==> config.mk <==
export PLATFORM = sky130hd
export DESIGN_NAME = serial_adder_seq_flat
export DESIGN_NICKNAME = d
export VERILOG_FILES = /design/src/rtl/serial_adder_seq_if.sv /design/src/rtl/serial_adder_seq.sv /design/src/flat_wrapper.sv
export SDC_FILE = /design/constraint.sdc
export NUM_CORES = 1
export LEC_CHECK = 0
export BUFFER_PORTS_ARGS = -buffer_cell sky130_fd_sc_hd__buf_2
export CORE_ASPECT_RATIO = 0.5
export CORE_MARGIN = 5
export CORE_UTILIZATION = 59
export DETAILED_ROUTE_END_ITERATION = 12
export PLACE_DENSITY = 0.89
export SYNTH_ARGS = -nofsm -noshare
export SYNTH_HDL_FRONTEND = slang
export SYNTH_SLANG_ARGS = --single-unit
==> constraint.sdc <==
create_clock -name clk -period 3.36 [get_ports clk]
set_clock_uncertainty 0.05 [all_clocks]
set_input_delay 0.168 -clock clk [delete_from_list [all_inputs] [get_ports clk]]
set_output_delay 0.168 -clock clk [all_outputs]
set_load 0.02 [all_outputs]
==> src/rtl/serial_adder_seq_if.sv <==
// Handshake and operand/result bundle for the bit-serial adder sequencer.
// The master issues add requests; the slave (the sequencer) returns status and result.
interface serial_adder_seq_if #(
    parameter int WIDTH = 8
);
    logic             start;
    logic [WIDTH-1:0] a;
    logic [WIDTH-1:0] b;
    logic             cin;
    logic             busy;
    logic             done;
    logic [WIDTH-1:0] sum;
    logic             cout;

    modport master (
        output start, a, b, cin,
        input  busy, done, sum, cout
    );

    modport slave (
        input  start, a, b, cin,
        output busy, done, sum, cout
    );
endinterface

==> src/rtl/serial_adder_seq.sv <==
// Bit-serial WIDTH-bit adder: one full-adder cell, fed LSB first, one bit per clock.
// Cout is registered back as the next carry-in; S is collected into a result shift register.
module fulladd (
    input  logic a,
    input  logic b,
    input  logic cin,
    output logic s,
    output logic cout
);
    assign s    = a ^ b ^ cin;
    assign cout = (a & b) | (a & cin) | (b & cin);
endmodule

module serial_adder_seq #(
    parameter int WIDTH = 8
) (
    input logic               clk,
    input logic               rst,
    serial_adder_seq_if.slave bus
);
    localparam int CW = (WIDTH > 2) ? $clog2(WIDTH) : 1;
    localparam logic [CW-1:0] LAST = CW'(WIDTH - 1);

    typedef enum logic [1:0] {
        IDLE  = 2'd0,
        SHIFT = 2'd1,
        DONE  = 2'd2
    } state_t;

    state_t           state_reg;
    logic [WIDTH-1:0] a_sr_reg;
    logic [WIDTH-1:0] b_sr_reg;
    // Only the upper WIDTH-1 result bits are ever read back; the bit that
    // would fall off the bottom on the final shift is never observed.
    logic [WIDTH-2:0] sum_sr_reg;
    logic             carry_reg;
    logic [CW-1:0]    count_reg;
    logic [WIDTH-1:0] sum_reg;
    logic             cout_reg;

    logic             fa_s;
    logic             fa_cout;
    logic [WIDTH-1:0] sum_sr_next;

    fulladd u_fulladd (
        .a    (a_sr_reg[0]),
        .b    (b_sr_reg[0]),
        .cin  (carry_reg),
        .s    (fa_s),
        .cout (fa_cout)
    );

    assign sum_sr_next = {fa_s, sum_sr_reg};

    always_ff @(posedge clk or posedge rst) begin
        if (rst) begin
            state_reg  <= IDLE;
            a_sr_reg   <= '0;
            b_sr_reg   <= '0;
            sum_sr_reg <= '0;
            carry_reg  <= 1'b0;
            count_reg  <= '0;
            sum_reg    <= '0;
            cout_reg   <= 1'b0;
        end else begin
            case (state_reg)
                IDLE: begin
                    if (bus.start) begin
                        a_sr_reg  <= bus.a;
                        b_sr_reg  <= bus.b;
                        carry_reg <= bus.cin;
                        count_reg <= '0;
                        state_reg <= SHIFT;
                    end
                end
                SHIFT: begin
                    sum_sr_reg <= sum_sr_next[WIDTH-1:1];
                    a_sr_reg   <= a_sr_reg >> 1;
                    b_sr_reg   <= b_sr_reg >> 1;
                    carry_reg  <= fa_cout;
                    count_reg  <= count_reg + 1'b1;
                    if (count_reg == LAST) begin
                        sum_reg   <= sum_sr_next;
                        cout_reg  <= fa_cout;
                        state_reg <= DONE;
                    end
                end
                DONE: begin
                    state_reg <= IDLE;
                end
                default: begin
                    state_reg <= IDLE;
                end
            endcase
        end
    end

    // Status flags decode straight from the state register, so busy/done are exclusive.
    assign bus.busy = (state_reg == SHIFT);
    assign bus.done = (state_reg == DONE);
    assign bus.sum  = sum_reg;
    assign bus.cout = cout_reg;
endmodule

==> src/flat_wrapper.sv <==
// flat-port wrapper written by rule: the top's interface ports become plain ports
module serial_adder_seq_flat 
#(
    parameter int WIDTH = 8
)
  (clk, rst, bus_start, bus_a, bus_b, bus_cin, bus_busy, bus_done, bus_sum, bus_cout);
  serial_adder_seq_if #(.WIDTH(WIDTH)) bus_i ();
  input logic clk;
  input logic rst;
  input wire logic [$bits(bus_i.start)-1:0] bus_start;
  input wire logic [$bits(bus_i.a)-1:0] bus_a;
  input wire logic [$bits(bus_i.b)-1:0] bus_b;
  input wire logic [$bits(bus_i.cin)-1:0] bus_cin;
  output wire logic [$bits(bus_i.busy)-1:0] bus_busy;
  output wire logic [$bits(bus_i.done)-1:0] bus_done;
  output wire logic [$bits(bus_i.sum)-1:0] bus_sum;
  output wire logic [$bits(bus_i.cout)-1:0] bus_cout;
  assign bus_i.start = bus_start;
  assign bus_i.a = bus_a;
  assign bus_i.b = bus_b;
  assign bus_i.cin = bus_cin;
  assign bus_busy = bus_i.busy;
  assign bus_done = bus_i.done;
  assign bus_sum = bus_i.sum;
  assign bus_cout = bus_i.cout;
  serial_adder_seq #(.WIDTH(WIDTH)) u_core (.clk(clk), .rst(rst), .bus(bus_i));
endmodule
### Word-level counts from Yosys, hierarchy flattened

Index checks and enable logic that the tools add are counted.

* bits in registers: 38
* output and inout port bits: 11
* logic and storage cells: 37

* add/sub/neg operators: 1
* equality and inequality tests: 5
* multiplexer cells: 11
* bitwise gates (word level): 7
* reduce and logical (&&, ||, !) cells: 5

Operator list (number)
* case mux 8 bit (2 select lines): 2
* two-way mux 8 bit: 2
* case mux 3 bit (2 select lines): 1
* AND reduction 2 bit: 3
* two-way mux 2 bit: 2
* case mux 2 bit (2 select lines): 1
* adder 3 x 1 -> 3 bit, second input constant: 1
* AND 1 bit: 3
* equality test 3 bit, second input constant: 1
* two-way mux 3 bit: 1
* equality test 2 x 1 -> 1 bit, second input constant: 1
* equality test 2 bit, second input constant: 1
* logical NOT 2 bit: 1
* inequality test 2 x 1 -> 1 bit, second input constant: 1
* inequality test 2 bit, second input constant: 1
* OR 1 bit: 2
* case mux 1 bit (2 select lines): 1
* nonzero test 2 bit: 1
* XOR 1 bit: 2
* two-way mux 1 bit: 1

### Depth between registers and ports, before layout

Gate-level depths: netlist (run 1).

* word-level depth: 4
* gate-level depth with buffers: 5
* mapped depth without buffers: 4

### Hierarchy

Synthesis (run 1) repeated with hierarchy kept, for this count alone.

* cell total of the unflattened synthesis: 148
* area, all modules: 1905.6 µm²

Modules (own cells, without submodules)
* serial_adder_seq: instances 1, cells each 147, area an instance 1885.6 µm², sequential area each 950.9 µm²
* fulladd: instances 1, cells each 1, area an instance 20.0 µm², sequential area each 0.0 µm²

### Worst setup path after synthesis (run 1)

No wires, ideal clock.

* path kind: register -> register
* from: reg u_core.count_reg[0]
* to: reg u_core.cout_reg (netlist: u_core.bus.cout)
* library setup time: 0.125 ns
* arrival time: 1.346 ns
* required time: 3.185 ns
* path slack: 1.839 ns
* stages on the path, launching flop included: 6
* buffers on the path: 1
* period minus slack after synthesis: 1.521 ns
* cell sequence: dfrtp_1 > ha_1 > ha_1 > nand3b_1 > buf_2 > mux2_2

* longest elaborated chain between the ends: 2

RTL lines
* from (decl): RTL line serial_adder_seq.sv:37 `logic [CW-1:0] count_reg;`
* from (signal assigned): RTL line serial_adder_seq.sv:81 `count_reg <= count_reg + 1'b1;`
* equality test 3 bit: RTL line serial_adder_seq.sv:82 `if (count_reg == LAST) begin`
* AND reduction 2 bit (no line)
* to (signal assigned): RTL line serial_adder_seq.sv:84 `cout_reg <= fa_cout;`
* to (decl): RTL line serial_adder_seq.sv:39 `logic cout_reg;`

No other way between the ends.
A chain may end at the register's enable or synchronous reset.

### Worst setup path in the final report (run 1)

* from: reg u_core.state_reg[0]
* to: reg u_core.cout_reg (netlist: u_core.bus.cout)

* longest elaborated chain between the ends: 2

RTL lines
* from (decl): RTL line serial_adder_seq.sv:30 `state_t state_reg;`
* from (signal assigned): RTL line serial_adder_seq.sv:57 `state_reg <= IDLE;`
* from (signal assigned): RTL line serial_adder_seq.sv:73 `state_reg <= SHIFT;`
* from (signal assigned): RTL line serial_adder_seq.sv:85 `state_reg <= DONE;`
* equality test 2 x 1 -> 1 bit: RTL line serial_adder_seq.sv:66 `case (state_reg)`
* AND reduction 2 bit (no line)

No other way between the ends.

==> results.yml, run 1 <==
grt:
  grt_pass1_wl_microns: 5580
  antenna_found_initial: 0
  grt-ovfl-total: 0
  grt_pass1_vias: 1200
  grt.total_usage_pct: 17.4
  grt_max_degree: 39
floorplan:
  die_w_microns: 87.2
  initial_utilization_pct: 60.1
  fp.dieArea_sq_um: 4240
  design.core.area_sq_um: 2930
  rows: 14
  io_pins: 31
  dieHeight_microns: 48.6
placed_design:
  portBuffers: 30
  hpwl_microns: 2200
  gp_congestion: 0.716
clock_tree:
  insertion_delay_ns: 0.29
  cts_setup_buffers: 0
  clock-sinks: 38
  numCtsBuffers: 5
  htree_levels: 2
  root_buffer: "clkbuf_8"
  path_clk_slew_ns: 0.08
  clockBufferDepth: 2
  cts_tree: "built"
drt:
  drtIter0Drc: 50
  wl_per_cell_microns: 15.3
  dr_total_vias: 1171
  drt-vias-per-instance: 5.58
  drc: 0
  wl_microns: 3210
  dr.pass1.iters: 4
  ant_nets: 0
synthesis:
  synth_area_leaders: "dfrtp_1 54%, mux2_2 10%, nor3b_1 5.1%, nor4b_1 3.5%, inv_1 3.4%"
  synth_top_cell_by_area: "dfrtp_1"
  async_flop_share_pct: 100
  yosysSeqAreaShare_pct: 54.1
  synth_most_common_cell: "dfrtp_1"
  synth_top_cell_area_share_pct: 54.1
  synth_flop_cell: "dfrtp_1"
  synthCells: 141
  yosysWarnings: 0
  synthDistinctLibCells: 27
  ys_ff_latch: 38
  synth-edff-count: 0
  synth_area_sq_um: 1760
  syn-mean-instance-area_sq_um: 12.5
  synthTopCellsByCount: "38 x dfrtp_1, 16 x inv_1, 16 x mux2_2"
  synthesis.nets: 164
setup_path:
  worstPathRequired_ns: 3.49
  cp-start-kind: "flop"
  path_max_fanout: 28
  endpoint_kind: "flop"
  arrival_ns: 2.16
  worstSetupPathType: "flop to flop"
layout:
  area_delta_synth_final_pct: 15.4
  fillerInstances: 215
  antennaDiodeCount: 0
  drive_gt1_share_pct: 35.3
  nNetsFinal: 192
sta:
  post-route-period-util_pct: 60.4
  slew_headroom_pct: 46.2
  finalSetupTns_ns: 0
  setup_viol: 0
  holdWs_ns: 0.0447
  clock.fmax_ghz: 0.493
  report.final.slew_viol_count: 0
  finalHoldViolCount: 0
  fin_crit_ns: 2.03
  rsz0062_at_grt: "false"
  worstMarginPinSlew_ns: 0.807
run_status:
  status: "finished clean"
hold_path:
  hold_path_class: "input port to flop"
pwr:
  static-leakage-power_nw: 0.915
  p_per_area_nw_per_um2: 946
  vdd_drop_max_uv: 421
run:
  max_cap_violations: 0
[what timing repair did]
item,4_1_cts,5_1_grt
hold buffers,1,0
gates resized for setup,0,0
hold endpoints to repair,38,0
[placed cells by master, fill, tap and decap left out, drive strengths merged, types with 2 or more instances in the layout]
cell / instances
dfrtp: 38
buf: 31
inv: 17
mux2: 16
nor3b: 12
nor2b: 8
nor4b: 7
a211oi: 7
clkbuf: 5
a221oi: 4
a22o: 4
a222oi: 3
nand2b: 3
ha: 2
clkinvlp: 2
[power by group]
| group | internal, mW | switching [mW] |
|---|---|---|
| registers | 0.674 | 0.164 |
| logic | 0.354 | 0.339 |
| clock network | 0.221 | 0.166 |
| total | 1.25 | 0.669 |
[critical path: stages, from the launching register on]
cell	delay (ns)
dfrtp_1	0.87
nand3b_1	0.55
mux2_2	0.44
[kinds of logic after synthesis]
kind of cell | count (synthesis) | synth area share [%]
multiplexers | 17 | 10.8
adder cells (fa/ha/maj) | 3 | 2.56
AND/OR/NAND/NOR | 33 | 14.2
AO/OA/AOI/OAI | 22 | 11.2
flip-flops | 38 | 54.1
buffers and inverters | 28 | 7.12
[area by class of cell]
type / instances / area [sq um] / area share [%]
clock buffers: 5 / 68.8 / 3.39
well taps: 40 / 50.0 / 2.47
multi-input cells: 75 / 682 / 33.6
flip-flops and latches: 38 / 951 / 46.9
clock inverters: 3 / 45.0 / 2.22
inverters: 17 / 63.8 / 3.15
repair buffers: 32 / 168 / 8.27
[metrics by stage]
| step | cell area [sq um] | setup slack, ns | instances | total power, mW | util, % |
|---|---|---|---|---|---|
| 3_5_place_dp | 1900 | 1.34 | 201 | 1.54 | 65.1 |
| 4_1_cts | 2030 | 1.32 | 210 | 1.94 | 69.3 |
| 2_1_floorplan | 1760 | 1.84 | 141 | 1.38 | - |
| 3_3_place_gp | 1900 | 1.38 | 201 | 1.49 | 65.1 |
| 6_report | 2030 | 1.33 | 210 | 1.92 | 69.3 |
| 5_1_grt | 2030 | 1.17 | 210 | 2.07 | 69.3 |
[final timing paths]
| kind | startpoint | end | slack, ns | depth (start not counted) |
|---|---|---|---|---|
| max in group asynchronous | rst | u_core.a_sr_reg[4] | 2.46 | 4 |
| worst min register to register | u_core.count_reg[0] | u_core.count_reg[0] | 0.45 | 1 |
| worst min-delay path | bus_b[7] | u_core.b_sr_reg[7] | 0.04 | 2 |
| worst max-delay path | u_core.state_reg[0] | u_core.bus.cout | 1.33 | 2 |
| min in group asynchronous | rst | u_core.bus.sum[2] | 0.47 | 4 |
| worst max register to register | u_core.state_reg[0] | u_core.bus.cout | 1.33 | 2 |
[metal layers]
metal / track usage, % / wire, microns
met4: 6.63 / 47
met5: 0 / 0
met1: 21.6 / 1400
met2: 27.6 / 1600
met3: 6.78 / 165
No activity file was read; power rests on OpenSTA's default activity.
==> run 2, diff against run 1 <==
Settings changed: CORE_UTILIZATION 59 to 54, PLACE_DENSITY 0.89 to 0.82.
Clock period 3.36 ns to 1.9 ns, I/O delays scaled along.
==> run 2 against run 1 <==
  * Global-route usage is 2.7 points lower
  * Wire length is 0.75% lower
  * Cell count grew 2.4%
  * Non-clock buffer count up 6
  * Via count up 0.34%
  * Hold slack improved by 0.030 ns
  * Core utilization down 2.7 points
==> results.yml, run 2 (synthesis results as in run 1) <==
placed_design:
  portBuffers: 30
  gp_congestion: 0.774
  hpwl_microns: 2170
  post_dp_cell_area_sq_um: 1930
  dp.cells: 205
setup_path:
  reg2reg_depth: 4
  slowest_delay_ns: 0.40
  worstSetupPathType: "flop to flop"
  cp-start-kind: "flop"
  crit_path_top_delay_cell: "dfrtp_1"
  endpoint_kind: "flop"
  r2r_slack_ns: 0.20
  crit_path_start: "u_core.count_reg[0]"
  critical_path.most_common_cell: "ha_1"
  arrival_ns: 1.82
  path_max_fanout: 10
  r2r_start: "u_core.count_reg[0]"
  reg2reg_to: "u_core.bus.sum[0]"
  path_cells: "ha_1, ha_1, nand3b_1, mux2_2"
  worstPathRequired_ns: 2.02
run_status:
  status: "finished clean"
sta:
  worstMarginPinSlew_ns: 0.543
  fin_crit_ns: 1.70
  rsz0062_at_grt: "false"
  post-route-period-util_pct: 89.4
  holdWs_ns: 0.0752
  setup_viol: 0
  finalSetupTns_ns: 0
  finalHoldViolCount: 0
  report.final.slew_viol_count: 0
  clock.fmax_ghz: 0.589
  slew_headroom_pct: 63.7
layout:
  final_common_cell: "dfrtp_1"
  final_cells: 215
  fillerInstances: 232
  area_delta_synth_final_pct: 16.2
  final_cell_mix: "38 x dfrtp_1, 30 x buf_2, 16 x inv_1, 16 x mux2_2, 12 x nor3b_1"
  seq_area_sq_um: 951
  nNetsFinal: 198
  drive_gt1_share_pct: 36.0
  antennaDiodeCount: 0
  multi_input_area_sq_um: 682
  fin_area_sq_um: 2040
hold_path:
  hold_depth: 3
  holdPathEnd: "u_core.b_sr_reg[4]"
  hold_path.startpoint: "bus_b[4]"
  hold_path_class: "input port to flop"
drt:
  drtIter0Drc: 39
  drt-vias-per-instance: 5.47
  wl_per_cell_microns: 14.8
  drc: 0
  dr_total_vias: 1175
  wl_microns: 3190
  ant_nets: 0
  dr.pass1.iters: 4
floorplan:
  dieHeight_microns: 50.3
  initial_utilization_pct: 57.3
  fp.dieArea_sq_um: 4570
  io_pins: 31
  rows: 14
  die_w_microns: 90.7
  design.core.area_sq_um: 3070
run:
  max_cap_violations: 0
grt:
  antenna_found_initial: 0
  grt_max_degree: 39
  grt_pass1_vias: 1199
  grt_pass1_wl_microns: 5490
  grt.total_usage_pct: 14.8
  grt-ovfl-total: 0
clock_tree:
  path_clk_slew_ns: 0.07
  htree_levels: 2
  cts_tree: "built"
  root_buffer: "clkbuf_8"
  numCtsBuffers: 5
  cts_setup_buffers: 0
  clockBufferDepth: 2
  cts.repair.resized: 0
  clock-sinks: 38
  insertion_delay_ns: 0.28
pwr:
  p_per_area_nw_per_um2: 1590
  p_total_mw: 3.24
  vdd_drop_max_uv: 928
  static-leakage-power_nw: 0.937
run 2: changes by cell type in the layout (fill, tap and decap cells not counted):
cell and delta:
clkinvlp_4 -2, clkinv_2 +2, buf_4 +4, dlygate4sd3_1 +2
bufinv_16 -1
run 2: through the flow:
step / setup WS [ns] / util, %
2_1_floorplan: 0.379 / -
3_3_place_gp: 0.233 / 63.1
3_5_place_dp: 0.192 / 63.1
4_1_cts: 0.182 / 66.7
5_1_grt: 0.107 / 66.7
6_report: 0.201 / 66.7
run 2: what timing repair did:
item	CTS	global route
setup endpoints to repair	0	0
hold endpoints to repair	40	0
hold buffers	3	0
run 2: how the worst max path moves through the flow:
stage,endpoint,cells past startpoint,slack (ns)
6_report,u_core.bus.sum[0],4,0.20
4_1_cts,u_core.bus.sum[0],4,0.18
3_3_place_gp,u_core.bus.sum[1],4,0.23
3_5_place_dp,u_core.bus.sum[0],4,0.19
2_1_floorplan,u_core.bus.cout,5,0.38
5_1_grt,u_core.bus.sum[3],4,0.11
run 2: where the power goes:
| group | total [mW] | switching (mW) | internal (mW) |
|---|---|---|---|
| combinational | 1.31 | 0.655 | 0.655 |
| clock | 0.508 | 0.262 | 0.246 |
| sequential | 1.43 | 0.233 | 1.19 |
| total | 3.24 | 1.15 | 2.09 |
run 2: final cells by class:
type	count	area share [%]
clock buffer	5	3.37
tap	40	2.45
timing repair buffer	38	10.7
inverter	17	3.12
multi-input combinational	75	33.4
sequential	38	46.5
clock inverter	2	0.490
run 2: layer usage:
layer	vias up	wire length (microns)	global-route usage, %	part of all wire, %
met5	-	0	0	0
met4	0	24	3.71	0.75
met3	4	150	4.48	4.7
met2	23	1490	24.8	47
met1	582	1530	19.1	48
li1	566	-	-	-
run 2: critical path, delay by kind of cell, from the launching register on:
family	cells	cell delay (ns)
DFF	1	0.40
adders and majority gates	2	0.39
muxes	1	0.39
and+or+nand+nor	1	0.36
==> run 3, diff against run 2 <==
Settings changed: ABC_CLOCK_PERIOD_IN_PS from default to 1900, BUFFER_PORTS_ARGS -buffer_cell sky130_fd_sc_hd__buf_2 to -buffer_cell sky130_fd_sc_hd__buf_4, CAP_MARGIN from default to 15.
==> run 3 against run 2 <==
  * Wire length rose by 4.8%
  * Clock power rose by 65%
  * Count of clock-buffer cells in the layout rose by 1
  * Critical path depth did not move
  * Power rose by 13%
  * Fmax rose by 0.84%
  * Critical endpoint is now u_core.bus.sum[4]
  * Register-to-register slack barely moved
  * Flip-flop and latch count did not move
  * First-iteration DRC count did not move
==> results.yml, run 3 (synthesis results as in run 1) <==
layout:
  final_cell_mix: "38 x dfrtp_1, 34 x buf_4, 16 x inv_1, 16 x mux2_2, 12 x nor3b_1"
  area_delta_synth_final_pct: 23.7
  final_cells: 215
  drive_gt1_share_pct: 36.0
  antennaDiodeCount: 0
  nNetsFinal: 197
  final_common_cell: "dfrtp_1"
grt:
  antenna_found_initial: 0
  grt.total_usage_pct: 16.5
  grt_pass1_vias: 1300
  grt-ovfl-total: 0
  grt_max_degree: 39
  grt_pass1_wl_microns: 5970
sta:
  rsz0062_at_grt: "false"
  post-route-period-util_pct: 88.7
  clock.fmax_ghz: 0.594
  fin_crit_ns: 1.68
  worstMarginPinSlew_ns: 0.533
  report.final.slew_viol_count: 0
  setup_viol: 0
  finalHoldViolCount: 0
  finalSetupTns_ns: 0
  slew_headroom_pct: 64.3
drt:
  drtIter0Drc: 39
  drt-vias-per-instance: 5.62
  dr.pass1.iters: 4
  wl_per_cell_microns: 15.5
  drc: 0
  ant_nets: 0
  wl_microns: 3340
  dr_total_vias: 1209
floorplan:
  dieHeight_microns: 50.3
  fp.dieArea_sq_um: 4570
  initial_utilization_pct: 57.3
  design.core.area_sq_um: 3070
  rows: 14
  die_w_microns: 90.7
  io_pins: 31
pwr:
  p_seq_share_pct: 39.0
  p_per_area_nw_per_um2: 1690
  power.share.clock_pct: 22.9
  p_sw_mw: 1.20
  pwr-share-comb_pct: 38.2
  switching_share_pct: 32.6
  static-leakage-power_nw: 0.987
  p_int_mw: 2.47
  vdd_drop_max_uv: 795
clock_tree:
  cts_tree: "built"
  root_buffer: "clkbuf_8"
  clockBufferDepth: 2
  clock-sinks: 38
  numCtsBuffers: 5
  insertion_delay_ns: 0.28
  path_clk_slew_ns: 0.07
  cts.repair.resized: 0
  htree_levels: 2
setup_path:
  critical_path.most_common_cell: "ha_1"
  worstPathRequired_ns: 2.02
  endpoint_kind: "flop"
  arrival_ns: 1.81
  worstSetupPathType: "flop to flop"
  path_max_fanout: 10
  slowest_delay_ns: 0.39
  crit_path_top_delay_cell: "dfrtp_1"
  path_cells: "ha_1, ha_1, nand3b_1, mux2_2"
  cp-start-kind: "flop"
hold_path:
  hold_path_class: "input port to flop"
placed_design:
  hpwl_microns: 2120
  portBuffers: 30
  gp_congestion: 0.804
  dp.cells: 204
run:
  max_cap_violations: 0
run_status:
  status: "finished clean"
-- run 3: area by class of cell --
| cell class | count | area [sq um] |
|---|---|---|
| Inverter | 17 | 63.8 |
| Clock buffer | 6 | 82.6 |
| Clock inverter | 2 | 60.1 |
| Timing Repair Buffer | 37 | 285 |
| Multi-Input combinational cell | 75 | 682 |
| Fill cell | 204 | 891 |
| Tap cell | 40 | 50.0 |
| Sequential cell | 38 | 951 |
-- run 3: worst max-delay path: cells and delay by family (launching register included) --
family        cells  cell delay, ns
flops             1            0.39
fa+ha+maj         2            0.39
mux               1            0.39
simple gates      1            0.35
-- run 3: routing by layer --
metal	track usage [%]	wire (microns)
met5	0	0
met2	27.7	1690
met4	7.43	57
met3	5.52	169
met1	19.7	1420
-- run 3: worst paths after layout --
check	from	to	slack [ns]	cells past startpoint
min	bus_b[4]	u_core.b_sr_reg[4]	0.09	3
max	u_core.count_reg[0]	u_core.bus.sum[4]	0.22	4
max in group asynchronous	rst	u_core.b_sr_reg[6]	1.04	4
min in group asynchronous	rst	u_core.bus.sum[2]	0.44	4
max reg2reg	u_core.count_reg[0]	u_core.bus.sum[4]	0.22	4
min reg2reg	u_core.count_reg[0]	u_core.count_reg[0]	0.44	1
-- run 3: power by group through the flow --
stage | Sequential, mW | Combinational (mW) | Clock, mW
after floorplan | 1.47 | 0.962 | 0
after global placement | 1.42 | 1.34 | 0
after detailed placement | 1.44 | 1.38 | 0
after CTS | 1.43 | 1.42 | 0.855
after global routing | 1.48 | 1.56 | 0.897
final | 1.43 | 1.40 | 0.839
-- run 3: metrics by stage --
stage | worst slack (ns) | cell area, sq um | util (%) | hold WS (ns) | power, mW
finish | 0.215 | 2170 | 70.9 | 0.0928 | 3.67
global route | 0.137 | 2170 | 70.9 | 0.0897 | 3.94
CTS | 0.188 | 2170 | 70.9 | 0.0855 | 3.71
detailed placement | 0.196 | 2000 | 65.3 | 0.191 | 2.82
global placement | 0.228 | 2000 | 65.3 | 0.185 | 2.77
floorplan | 0.379 | 1760 | - | 0.178 | 2.43
-- run 3: timing repair --
action	in CTS	in global routing
hold buffers	3	0
hold endpoints to repair	40	0
setup buffers	0	0
